### src/rtl/tmds_lane_serializer.sv
// Multi-lane TMDS word serialiser, LSB-first, SDR or DDR per lane.
// Word timing comes from an internal phase counter; a holding register buffers the producer.
module tmds_lane_serializer #(
   parameter int                 C_lanes  = 4,
   parameter int                 C_bits   = 10,
   parameter int                 C_ddr    = 1,
   parameter logic [C_lanes-1:0] C_invert = '0
) (
   input  logic                      clk_shift,
   input  logic                      reset,
   input  logic [C_lanes*C_bits-1:0] in_word,
   input  logic                      in_valid,
   output logic                      load_strobe,
   output logic [2*C_lanes-1:0]      out_d,
   output logic                      underrun,
   output logic [7:0]                underrun_cnt
);

   localparam int N    = (C_ddr != 0) ? C_bits / 2 : C_bits;
   localparam int PW   = (N > 1) ? $clog2(N) : 1;
   localparam int W    = C_lanes * C_bits;
   localparam int STEP = (C_ddr != 0) ? 2 : 1;

   logic [PW-1:0] p;
   logic [W-1:0]  sr;
   logic [W-1:0]  sr_next;
   logic [W-1:0]  hold;
   logic          fresh;
   logic          load;

   assign load        = (p == PW'(N - 1));
   assign load_strobe = load;

   // Each lane shifts on its own so no bits leak across lane boundaries.
   always_comb begin
      sr_next = '0;
      for (int i = 0; i < C_lanes; i++) begin
         sr_next[i*C_bits +: C_bits] = sr[i*C_bits +: C_bits] >> STEP;
      end
   end

   for (genvar i = 0; i < C_lanes; i++) begin : g_lane
      if (C_ddr != 0) begin : g_ddr
         assign out_d[2*i]   = sr[i*C_bits]     ^ C_invert[i];
         assign out_d[2*i+1] = sr[i*C_bits + 1] ^ C_invert[i];
      end else begin : g_sdr
         assign out_d[2*i]   = sr[i*C_bits] ^ C_invert[i];
         assign out_d[2*i+1] = sr[i*C_bits] ^ C_invert[i];
      end
   end

   always_ff @(posedge clk_shift) begin
      if (reset) begin
         p            <= '0;
         sr           <= '0;
         hold         <= '0;
         fresh        <= 1'b0;
         underrun     <= 1'b0;
         underrun_cnt <= 8'd0;
      end else begin
         p <= load ? '0 : p + PW'(1);
         if (in_valid) begin
            hold <= in_word;
         end
         if (load) begin
            // A strobe in the load cycle bypasses the holding register.
            sr    <= in_valid ? in_word : hold;
            fresh <= 1'b0;
            if (!fresh && !in_valid) begin
               underrun <= 1'b1;
               if (underrun_cnt != 8'hFF) begin
                  underrun_cnt <= underrun_cnt + 8'd1;
               end
            end
         end else begin
            sr <= sr_next;
            if (in_valid) begin
               fresh <= 1'b1;
            end
         end
      end
   end

endmodule

### config.mk
export PLATFORM = sky130hd
export DESIGN_NAME = tmds_lane_serializer
export DESIGN_NICKNAME = d
export VERILOG_FILES = /design/src/rtl/tmds_lane_serializer.sv
export SDC_FILE = /design/constraint.sdc
export NUM_CORES = 1
export LEC_CHECK = 0
export ABC_AREA = 0
export CAP_MARGIN = 10
export CORE_ASPECT_RATIO = 0.6
export CORE_MARGIN = 2
export CORE_UTILIZATION = 51
export DETAILED_ROUTE_END_ITERATION = 8
export GPL_ROUTABILITY_DRIVEN = 1
export PLACE_DENSITY = 0.78
export SYNTH_ARGS = -nofsm -noshare
export SYNTH_HDL_FRONTEND = slang
export SYNTH_SLANG_ARGS = --single-unit
### constraint.sdc
create_clock -name clk_shift -period 2 [get_ports clk_shift]
set_clock_uncertainty 0.2 [all_clocks]
set_input_delay 0.2 -clock clk_shift [delete_from_list [all_inputs] [get_ports clk_shift]]
set_output_delay 0.2 -clock clk_shift [all_outputs]
set_load 0.01 [all_outputs]
==> metrics.md <==
| Metric | Value |
|---|---|
| Mapped cell area | 3298 um^2 |
| Top-level port count | 61 |
| Layout fillers | 499 |
| Commonest cells in the netlist | 93 x dfxtp_1, 80 x nor2_1, 42 x mux2i_1 |
| Syn Nets | 370 |
| FF+latch count, synth | 93 |
| Worst EP arrival | 1.99 ns |
| Crit. Startpoint | p[0] |
| Setup WS pre-CTS | 0.08655 ns |
| Initial core utilization | 53.25% |
| Setup Fix Bufs, Post-CTS | 0 |
| Fin. max-slew vios | 0 |
| DIE HEIGHT | 66.29 um |
| Die width | 107.8 um |
| CP Max Fanout | 6 |
| Vias in the first global route | 2215 |
| Clk pin slew, worst setup/hold paths | 0.09 ns |
| Routed vias | 2308 |
| Synth cell types | 29 |
| Cell with the most instances after synthesis | dfxtp_1 |
| Endpoints failing setup | 0 |
| Gate Count Post-Synth | 324 |
| Router iterations before antenna repair | 4 |
| Worst-Skew Late Latency | 0.35 ns |
| Root Driver | clkbuf_8 |
| Status | completed |
| Max Cap Viol | 0 |
| Hold_buf cts | 0 |
| Placed instance area | 3968 um^2 |
| Initial antenna violation count | 0 |
| Maximum vdd drop | 0.0004344 V |
| Clock Sinks | 93 |
| Gpl congestion | 0.8900 |
| Hold Slack | 0.07283 ns |
| Top cell type's share of synthesized area | 56.45% |
| Final HPWL DP | 4062 um |
| Ys async rst share | 0% |
| Crit. End Element | flop |
| Worst-margin pin slew | 0.7033 ns |
| Seq/Total Area, Yosys | 56.45% |
| Worst Slack Setup Final | 0.08931 ns |
| Maximum root-to-sink buffer count | 2 |
| Total core area | 6193 um^2 |
| Largest net degree at the start of global routing | 54 |
| Ys flop type | dfxtp_1 |
| Area grow syn2layout | 26.18% |
| Worst Hold Launch | reset |
| Syn. warnings | 0 |
| DR vias/cell | 4.985 |
| Largest area contributor in the netlist | dfxtp_1 |
| Fin. Hold Viols | 0 |
| Hold Path Class | in2reg |
| N_diodes | 0 |
| Min Clock Period, post-route | 1.911 ns |
| I/O Buffers | 60 |
| Number of cell rows | 22 |
| Global-route wire length before repair | 10270 um |
| Fraction of layout cells with a size suffix above 1 | 8.179% |
| Leakage power | 1.644 nW |
| ANT nets after route | 0 |
| Die area | 7147 um^2 |
| Startpoint types | flop |
| Number of buffers created by CTS | 9 |
| Fmax | 0.5234 GHz |
| Syn Area/Cell | 10.18 um^2 |
| GRT overflow | 0 |
| Routed wire per std cell | 13.12 um |
| Sequential cell area | 1863 um^2 |
| CP Data Required Time | 2.08 ns |
| Top cells by area, synth | dfxtp_1 56%, mux2i_1 13%, nor2_1 9.1% |
| Nets | 420 |
| Slew HR | 53.11% |
| Footprint of the multi-input gates | 1277 um^2 |
| Pwr Total | 3.461 mW |
| WL final | 6076 um |
| TritonCTS clock tree | built |
| R2r setup slk | 0.09 ns |
| Tcrit/Tclk final | 95.53% |
| Fin area | 4161 um^2 |
| Worst R2R Start | p[0] |
| Iter 0 DRT Violations | 103 |
| H-tree levels | 3 |
| Power Dens Cells | 831.7 nW/um^2 |
| Total GRT Usage | 18.88% |
| Residual DRC | 0 |
| Worst Setup Path Type | reg2reg |
| EDFF count, synth | 0 |
==> layout by cell type, fill, tap and decap left out, types with 2 or more instances in the layout <==
cell type	instances
dfxtp_1	92
nor2_1	80
clkdlybuf4s50_1	57
mux2i_1	42
a211oi_1	32
and2_1	10
clkbuf_8	9
nor3_1	6
buf_4	6
buf_12	4
inv_1	3
a21oi_1	3
ha_1	3
clkinv_2	3
nand2_1	2
o31ai_1	2
xor2_1	2
o21a_1	2
buf_2	2
==> logic make-up after synthesis <==
logic type               synth area share (%)
XOR/XNOR                               0.5312
buffers and inverters                   4.969
AND/OR/NAND/NOR                         14.83
adder cells (fa/ha/maj)                 1.138
multiplexers                            12.75
AO/OA/AOI/OAI                           9.332
flip-flops                              56.45
==> cell type report <==
type / count / area share, %
Tap cell: 84 / 2.526
Timing Repair Buffer: 70 / 17.17
Clock inverter: 6 / 1.503
Inverter: 3 / 0.2706
Sequential cell: 93 / 44.77
Clock buffer: 10 / 3.067
Multi-Input combinational cell: 197 / 30.70
==> sequential cells by signal (all words and copies together) (netlist names) <==
| name | flops |
|---|---|
| fresh | 1 |
| hold | 40 |
| p | 3 |
| sr | 40 |
| underrun | 1 |
| underrun_cnt | 8 |
==> what timing repair did <==
action,CTS,global route
setup endpoints to repair,1,2
pin swaps,0,1
gates resized for setup,1,2
==> report_power, final <==
group	internal, mW	switching, mW	leakage [nW]
clock network	0.578	0.624	0.100
registers	1.92	0.0215	0.759
logic	0.170	0.143	0.784
total	2.67	0.788	1.64
==> worst max-delay path, cell delays in order (launching register included) <==
cell	delay [ns]
dfxtp_2	0.34
inv_1	0.05
ha_1	0.18
and4bb_4	0.30
nand4_4	0.14
or4_1	0.48
a21oi_1	0.15
==> worst paths after layout <==
path / end / depth (start not counted)
max: underrun_cnt[5] / 6
max reg2reg: underrun_cnt[5] / 6
min reg2reg: p[0] / 1
min: sr[3] / 3
==> per-stage QoR <==
step / util [%] / TNS (ns) / std cells
final: 67.19 / 0 / 463
after global routing: 67.19 / -0.005085 / 463
after CTS: 67.11 / 0 / 463
after detailed placement: 64.06 / 0 / 447
after global placement: 64.06 / 0 / 447
after floorplan: - / 0 / 324
==> per-layer routing <==
layer	global-route usage (%)	up-vias	part of all wire (%)	routed length, um
met5	0	-	0	0
met4	7.212	0	0.95	58
met3	7.783	7	6.8	414
met2	29.64	53	44	2660
met1	23.31	1046	48	2943
li1	-	1202	-	-
Note: power is estimated with default switching activity, not from simulation.
